## src/rtl/fnd_scan_mux.sv

```systemverilog
// Time-multiplexed common-anode 7-segment driver: shadowed hex word, per-digit decode,
// blanking, decimal point and a guard gap between digits. FND_LZ_SUPPRESS_EN enables leading-zero blanking.
module fnd_scan_mux #(
  parameter int unsigned  NUM_DIGITS     = 4,
  parameter int unsigned  SCAN_DIV       = 50000,
  parameter int unsigned  GUARD_CYCLES   = 16,
  parameter bit           COM_ACTIVE_LOW = 1'b1,
  localparam int unsigned IDX_W          = (NUM_DIGITS > 1) ? $clog2(NUM_DIGITS) : 1
) (
  input  logic                    clk,
  input  logic                    rst_n,
  input  logic                    load,
  input  logic [4*NUM_DIGITS-1:0] number,
  input  logic [NUM_DIGITS-1:0]   blank,
  input  logic [NUM_DIGITS-1:0]   dp,
  output logic [6:0]              fnd_on,
  output logic                    fnd_dp,
  output logic [NUM_DIGITS-1:0]   fnd_com,
  output logic [IDX_W-1:0]        scan_idx
);

  // A zero guard still costs one cycle so commons never overlap.
  localparam int unsigned GLEN  = (GUARD_CYCLES == 0) ? 1 : GUARD_CYCLES;
  localparam int unsigned CMAX  = (SCAN_DIV > GLEN) ? SCAN_DIV : GLEN;
  localparam int unsigned CNT_W = $clog2(CMAX);

  localparam logic [CNT_W-1:0]      SCAN_LAST  = CNT_W'(SCAN_DIV - 1);
  localparam logic [CNT_W-1:0]      GUARD_LAST = CNT_W'(GLEN - 1);
  localparam logic [IDX_W-1:0]      IDX_LAST   = IDX_W'(NUM_DIGITS - 1);
  localparam logic [NUM_DIGITS-1:0] COM_OFF    = {NUM_DIGITS{COM_ACTIVE_LOW}};

  typedef enum logic {ST_GUARD, ST_DRIVE} state_e;

  state_e                  state_q, state_d;
  logic [CNT_W-1:0]        cnt_q, cnt_d;
  logic [IDX_W-1:0]        idx_q, idx_d;
  logic [4*NUM_DIGITS-1:0] num_q;
  logic [NUM_DIGITS-1:0]   blank_q, dp_q;
  logic [6:0]              on_q, on_d;
  logic                    dpo_q, dpo_d;
  logic [NUM_DIGITS-1:0]   com_q, com_d;

  logic [NUM_DIGITS-1:0]   dark_vec;
  logic [NUM_DIGITS-1:0]   sel_onehot;
  logic [3:0]              sel_nib;
  logic                    sel_dark, sel_dp;
  logic [6:0]              drv_on;
  logic                    drv_dp;
  logic [NUM_DIGITS-1:0]   drv_com;

  function automatic logic [6:0] seg_decode(input logic [3:0] nib);
    case (nib)
      4'h0: seg_decode = 7'h40;
      4'h1: seg_decode = 7'h79;
      4'h2: seg_decode = 7'h24;
      4'h3: seg_decode = 7'h30;
      4'h4: seg_decode = 7'h19;
      4'h5: seg_decode = 7'h12;
      4'h6: seg_decode = 7'h02;
      4'h7: seg_decode = 7'h58;
      4'h8: seg_decode = 7'h00;
      4'h9: seg_decode = 7'h10;
      4'hA: seg_decode = 7'h08;
      4'hB: seg_decode = 7'h03;
      4'hC: seg_decode = 7'h46;
      4'hD: seg_decode = 7'h21;
      4'hE: seg_decode = 7'h06;
      default: seg_decode = 7'h0E;
    endcase
  endfunction

`ifdef FND_LZ_SUPPRESS_EN
  logic [NUM_DIGITS-1:0] lz_vec;
  logic                  zero_run;

  // Walk down from the top digit; a digit is suppressed while everything above it is zero.
  always_comb begin
    zero_run = 1'b1;
    lz_vec   = '0;
    for (int i = int'(NUM_DIGITS) - 1; i > 0; i--) begin
      zero_run  = zero_run & (num_q[4*i +: 4] == 4'h0);
      lz_vec[i] = zero_run & ~dp_q[i];
    end
  end

  assign dark_vec = blank_q | lz_vec;
`else
  assign dark_vec = blank_q;
`endif

  // Select the shadow data of the digit being scanned.
  always_comb begin
    sel_onehot = '0;
    sel_nib    = 4'h0;
    sel_dark   = 1'b0;
    sel_dp     = 1'b0;
    for (int i = 0; i < int'(NUM_DIGITS); i++) begin
      if (idx_q == IDX_W'(i)) begin
        sel_onehot[i] = 1'b1;
        sel_nib       = num_q[4*i +: 4];
        sel_dark      = dark_vec[i];
        sel_dp        = dp_q[i];
      end
    end
    drv_on  = sel_dark ? 7'h7F : seg_decode(sel_nib);
    drv_dp  = sel_dark | ~sel_dp;
    drv_com = COM_ACTIVE_LOW ? ~sel_onehot : sel_onehot;
  end

  // Next state and next registered outputs; guard outputs are the default.
  always_comb begin
    state_d = state_q;
    cnt_d   = cnt_q;
    idx_d   = idx_q;
    on_d    = 7'h7F;
    dpo_d   = 1'b1;
    com_d   = COM_OFF;
    case (state_q)
      ST_GUARD: begin
        if (cnt_q == GUARD_LAST) begin
          state_d = ST_DRIVE;
          cnt_d   = '0;
          on_d    = drv_on;
          dpo_d   = drv_dp;
          com_d   = drv_com;
        end else begin
          cnt_d = cnt_q + CNT_W'(1);
        end
      end
      ST_DRIVE: begin
        if (cnt_q == SCAN_LAST) begin
          state_d = ST_GUARD;
          cnt_d   = '0;
          idx_d   = (idx_q == IDX_LAST) ? '0 : idx_q + IDX_W'(1);
        end else begin
          cnt_d = cnt_q + CNT_W'(1);
          on_d  = drv_on;
          dpo_d = drv_dp;
          com_d = drv_com;
        end
      end
      default: state_d = ST_GUARD;
    endcase
  end

  always_ff @(posedge clk or negedge rst_n) begin
    if (!rst_n) begin
      state_q <= ST_GUARD;
      cnt_q   <= '0;
      idx_q   <= '0;
      num_q   <= '0;
      blank_q <= '0;
      dp_q    <= '0;
      on_q    <= 7'h7F;
      dpo_q   <= 1'b1;
      com_q   <= COM_OFF;
    end else begin
      state_q <= state_d;
      cnt_q   <= cnt_d;
      idx_q   <= idx_d;
      on_q    <= on_d;
      dpo_q   <= dpo_d;
      com_q   <= com_d;
      if (load) begin
        num_q   <= number;
        blank_q <= blank;
        dp_q    <= dp;
      end
    end
  end

  assign fnd_on   = on_q;
  assign fnd_dp   = dpo_q;
  assign fnd_com  = com_q;
  assign scan_idx = idx_q;

endmodule
```

## config.mk

```make
export PLATFORM = sky130hd
export DESIGN_NAME = fnd_scan_mux
export DESIGN_NICKNAME = d
export VERILOG_FILES = /design/src/rtl/fnd_scan_mux.sv
export SDC_FILE = /design/constraint.sdc
export NUM_CORES = 1
export LEC_CHECK = 0
export ABC_AREA = 1
export CAP_MARGIN = 20
export CORE_ASPECT_RATIO = 0.5
export CORE_MARGIN = 4
export CORE_UTILIZATION = 25
export DETAILED_ROUTE_END_ITERATION = 10
export GPL_TIMING_DRIVEN = 0
export PLACE_DENSITY = 0.48
export SYNTH_ARGS = -nofsm -noshare
export SYNTH_HDL_FRONTEND = slang
export SYNTH_SLANG_ARGS = --single-unit
```

## constraint.sdc

```tcl
create_clock -name clk -period 2.8 [get_ports clk]
set_clock_uncertainty 0.05 [all_clocks]
set_input_delay 0.28 -clock clk [delete_from_list [all_inputs] [get_ports clk]]
set_output_delay 0.28 -clock clk [all_outputs]
set_load 0.005 [all_outputs]
```

==> impl_metrics.ini, run 1 <==
[sta]
finalSetupTns_ns = 0
fmax_mhz = 441
slew_violations = 0
fin_crit_ns = 2.27
finalSetupViolCount = 0
worst_pin_slew_ns = 0.466
rsz0062_at_grt = false
slew-limit-headroom_pct = 68.9
hold_violations = 0
min_period_over_period_pct = 81.0

[drt]
drc_errors = 0
wl_per_cell_um = 11.7
vias = 2223
wl_um = 6400
drt_first_pass_iters = 4
top_layer = met4
dr.first_iter.drc_count = 91
wl_met1_um = 3300
met2_wirelength_um = 2850
wl_met3_um = 165
antenna_left = 0
vias_per_cell = 4.07

[yosys]
synth_edf_count = 0
synthArstFlopShare_pct = 100
avgSynthCellArea_um2 = 8.66
syn-num-nets = 376
yosysTopAreaCellShare_pct = 36.8
synthDistinctLibCells = 30
yosysMostFrequentCell = nand2_1
synthCells = 338
synth_seq_cells = 55
synth-warning-count = 0
ys_seq_area_share_pct = 47.5
synth_ff_type = dfrtp_1
ys_top_cells_by_count = 85 x nand2_1, 43 x dfrtp_1, 40 x inv_1
yosys-top-cells-area = dfrtp_1 37%, nand2_1 11%, dfstp_2 11%
synth_largest_area_cell = dfrtp_1
synthesis.area_um2 = 2930

[global_route]
gr-usage-all-layers_pct = 10.2
grt_pass1_wl_um = 11300
grt_max_degree = 38
grt_pass1_vias = 2268
antenna_found_initial = 0
grt-ovfl-total = 0

[clock_tree]
postCtsSetupRepairBufs = 0
clk_path_buf_depth = 2
cts_buffers = 5
cts_tree = done
cts-root-buf = clkbuf_16
clk_latency_ns = 0.29
cts_sinks = 55
clk_pin_slew_ns = 0.07
htree_levels = 2

[critical_path]
cp-end-kind = register
required_ns = 2.98
r2r-end = fnd_on[3]
worstSetupPathType = reg -> reg
ff2ff_setup_slack_ns = 0.53
arrival_ns = 2.45
cp-start-kind = register
critPathMaxFanout = 9
r2r-start = scan_idx[1]
worst_r2r_path_depth = 15

[worst_hold_path]
min_from = load
hp-class = in -> reg
hold_end = dp_q[1]
holdPathStages = 2

[floorplanning]
die_h_um = 84.5
die_area_um2 = 13600
start_util_pct = 26.1
core_um2 = 11200
rows = 27
dieWidth_um = 161
io_pins = 41

[placed_design]
place_hpwl_um = 4920
dp.cells = 537
io_buffers = 39
placed_area_um2 = 3530
gp_congestion = 0.794

[run_status]
status = completed

[finish]
utilization_pct = 33.1
final_cell_area_um2 = 3710
drive_gt1_share_pct = 18.9
fin_cells = 546
synthToLayoutAreaGrowth_pct = 26.9
antenna_cells = 0
nets = 424

[power_and_ir_drop]
p_int_uw = 1420
combPwrFrac_pct = 12.8
switching_share_pct = 22.7
total_power_uw = 1840
clkPwrFrac_pct = 39.5
power.leakage_uw = 0.00173
p_sw_uw = 418
p_seq_share_pct = 47.7
power_density_nw_per_um2 = 495
ir_worst_vdd_v = 0.000231

[run]
maxCapViolCount = 0
==> per-layer routing <==
metal / GRT usage [%] / vias to the layer above
met1: 14.6 / 1030
met3: 1.77 / 8
met4: 3.48 / 0
li1: - / 1161
met2: 15.6 / 24
met5: 0 / -
==> cell usage in the layout, fill, tap and decap left out <==
cell              n
clkbuf_16         5
nand3_1          31
nor2_1           26
xor2_1            8
dfstp_2          12
a31oi_1           1
dlygate4sd3_1     1
a21oi_2           1
o21bai_1          1
ha_1             11
nor2_2            7
nand3b_1          1
buf_6             1
nand2_1          85
o21ai_2           1
nor2_4            1
nand3_2           4
clkdlybuf4s50_1  38
clkbuf_1          1
a21oi_1          10
nand4_1           2
nand2_4           2
mux2_2           18
buf_4             1
bufinv_16         1
a22oi_1           1
inv_2             5
buf_12            1
clkinv_2          1
o21ai_0          10
dfrtp_1          43
nor3_1            4
clkbuf_8          1
nand2_2           4
inv_1            40
nor3_2            2
buf_2             5
==> how the worst max path moves through the flow <==
stage	slack (ns)	end	depth (start not counted)	start
2_1_floorplan	0.88	fnd_on[1]	14	scan_idx[1]
3_3_place_gp	-0.40	cnt_q[2]	1	rst_n
3_5_place_dp	0.53	fnd_on[0]	14	scan_idx[0]
4_1_cts	0.51	fnd_on[0]	14	scan_idx[0]
5_1_grt	0.28	fnd_on[3]	15	scan_idx[0]
6_report	0.53	fnd_on[3]	15	scan_idx[1]
==> layout make-up <==
cell class / count / area [um^2]
repair buffers: 41 / 415
well taps: 159 / 199
flip-flops and latches: 55 / 1390
clock buffers: 6 / 139
plain buffers: 7 / 42.5
fillers: 1197 / 7500
clock inverters: 2 / 35.0
multi-input cells: 231 / 1320
inverters: 45 / 169
==> cell families after synthesis <==
group	synth area share, %
AND/OR/NAND/NOR	26.5
XOR/XNOR	2.39
buffers and inverters	7.23
AO/OA/AOI/OAI	4.75
flip-flops	47.5
multiplexers	6.93
adder cells (fa/ha/maj)	4.70
==> metrics by stage <==
step	hold WS (ns)	setup slack, ns
finish	0.323	0.532
global placement	0.407	-0.396
floorplan	-0.0656	0.882
detailed placement	0.214	0.529
CTS	0.328	0.506
global route	0.349	0.283
==> state kept, by name, indices dropped and copies added (netlist names) <==
name	flops
num_q	16
fnd_dp	1
fnd_com	4
fnd_on	7
cnt_q	16
scan_idx	2
blank_q	4
state_q	1
dp_q	4
==> repair_timing <==
item                      CTS  global route
resized for setup           0             0
hold endpoints to repair   15             0
hold buffers                1             0
==> power groups by stage <==
stage	Clock (uW)	Combinational [uW]	Sequential (uW)
floorplan	0	118	890
global placement	0	235	894
detailed placement	0	238	894
CTS	757	240	879
global route	789	265	886
finish	727	235	878
==> worst max-delay path, cell delays in order (launching register included) <==
cell     delay, ns
dfrtp_1       0.43
inv_1         0.10
ha_1          0.18
buf_4         0.17
nor2_1        0.20
nand2_1       0.07
nand2_1       0.07
nand2_1       0.05
nand2_1       0.06
nand2_1       0.15
inv_1         0.15
ha_1          0.18
nand3_1       0.11
nand2_1       0.09
nand2_1       0.05
nand3_1       0.08
Power figures use the tool's default switching activity.
==> run 2: changes to the inputs <==
==> constraint.sdc (replaced) <==
create_clock -name clk -period 2.28 [get_ports clk]
set_clock_uncertainty 0.05 [all_clocks]
set_input_delay 0.228 -clock clk [delete_from_list [all_inputs] [get_ports clk]]
set_output_delay 0.228 -clock clk [all_outputs]
set_load 0.005 [all_outputs]
==> run 2 against run 1 <==
Against the previous run: clock power rose by 23%; wire length increased by 0.28%; maximum frequency is 8.0% higher; die area unchanged; first-iteration DRC count is 18% higher; sequential power rose by 23%; core utilization up 0.22 points; global-route usage stayed put; total power is 23% higher; worst setup slack worse by 0.35 ns; critical path type unchanged.
==> impl_metrics.ini, run 2 (synthesis results as in run 1) <==
[run_status]
status = completed

[sta]
finalSetupViolCount = 0
slew_violations = 0
min_period_over_period_pct = 92.1
fin_crit_ns = 2.10
slew-limit-headroom_pct = 68.9
hold_violations = 0
rsz0062_at_grt = true
fmax_mhz = 476
worst_pin_slew_ns = 0.466

[drt]
vias = 2237
drc_errors = 0
wl_per_cell_um = 11.7
vias_per_cell = 4.08
dr.first_iter.drc_count = 107
drt_first_pass_iters = 4
wl_um = 6420
antenna_left = 0

[floorplanning]
rows = 27
start_util_pct = 26.1
die_area_um2 = 13600
io_pins = 41
dieWidth_um = 161
die_h_um = 84.5
core_um2 = 11200

[finish]
nets = 426
mostFrequentLayoutCells = 83 x nand2_1, 43 x dfrtp_1, 40 x inv_1
drive_gt1_share_pct = 20.3
antenna_cells = 0
synthToLayoutAreaGrowth_pct = 27.8
utilization_pct = 33.3
final_common_cell = nand2_1
fin_cells = 548

[critical_path]
r2r-end = fnd_on[3]
arrival_ns = 2.28
worst_r2r_path_depth = 15
cp-start-kind = register
worstSetupPathType = reg -> reg
critPathMaxFanout = 6
r2r-start = scan_idx[0]
required_ns = 2.46
cp-end-kind = register
ff2ff_setup_slack_ns = 0.18

[placed_design]
place_hpwl_um = 4920
gp_congestion = 0.794
io_buffers = 39
dp.cells = 537

[worst_hold_path]
hold_end = dp_q[1]
hp-class = in -> reg
holdPathStages = 2
min_from = load

[run]
maxCapViolCount = 0

[clock_tree]
clk_path_buf_depth = 2
clk_pin_slew_ns = 0.07
cts_buffers = 5
cts_tree = done
cts_sinks = 55
cts-root-buf = clkbuf_16
htree_levels = 2
clk_latency_ns = 0.29

[power_and_ir_drop]
power_density_nw_per_um2 = 605
power.leakage_uw = 0.00174
ir_worst_vdd_v = 0.000284

[global_route]
gr-usage-all-layers_pct = 10.2
grt_max_degree = 38
grt_pass1_vias = 2268
antenna_found_initial = 0
grt-ovfl-total = 0
grt_pass1_wl_um = 11300
[run 2: layout make-up]
type                    count  area [um^2]
clock inverters             2         35.0
flip-flops and latches     55         1390
multi-input cells         231         1330
well taps                 159          199
repair buffers             43          430
plain buffers               7         42.5
fillers                  1195         7480
clock buffers               6          139
inverters                  45          169
[run 2: report_power, final]
group	total (uW)	switching, uW	internal [uW]
logic	290	141	149
clock network	894	347	547
registers	1080	26.6	1050
[run 2: repair_timing]
item                                    CTS  global route
buffers inserted                          0             2
hold endpoints to repair                 15             0
hold buffers                              1             0
gates resized for setup                   2             2
endpoints found under the setup margin    3             7
[run 2: how the worst max path moves through the flow]
stage / end / slack (ns) / cells after the start / startpoint
6_report: fnd_on[3] / 0.18 / 15 / scan_idx[0]
5_1_grt: fnd_on[3] / -0.04 / 15 / scan_idx[0]
4_1_cts: fnd_on[0] / 0.05 / 14 / scan_idx[1]
3_5_place_dp: fnd_on[0] / 0.009 / 14 / scan_idx[0]
3_3_place_gp: cnt_q[2] / -0.86 / 1 / rst_n
2_1_floorplan: fnd_on[1] / 0.36 / 14 / scan_idx[1]
[run 2: worst max-delay path, cell delays in order, from the launching register on]
cell     delay (ns)
dfrtp_1        0.43
inv_1          0.13
ha_2           0.25
inv_1          0.06
nor2_2         0.13
nand2_1        0.06
nand2_1        0.06
nand2_1        0.05
nand2_1        0.07
nand2_2        0.10
inv_1          0.12
ha_1           0.18
nand3_1        0.11
nand2_1        0.09
nand2_1        0.05
nand3_1        0.08
[run 2: layer usage]
layer / GRT usage [%] / up-vias / share of wire (%)
li1: - / 1168 / -
met1: 14.6 / 1034 / 52
met2: 15.6 / 27 / 44
met3: 1.77 / 8 / 2.8
met4: 3.48 / 0 / 1.4
met5: 0 / - / 0
[run 2: metrics by stage]
stage	worst slack (ns)	setup TNS [ns]	power, uW	area, um^2	hold slack (ns)
4_1_cts	0.0451	0	2300	3720	0.276
2_1_floorplan	0.362	0	1240	2930	-0.118
6_report	0.180	0	2260	3740	0.271
3_3_place_gp	-0.864	-39.72	1390	3520	0.407
5_1_grt	-0.0368	-0.0368	2380	3740	0.297
3_5_place_dp	0.00942	0	1390	3530	0.162
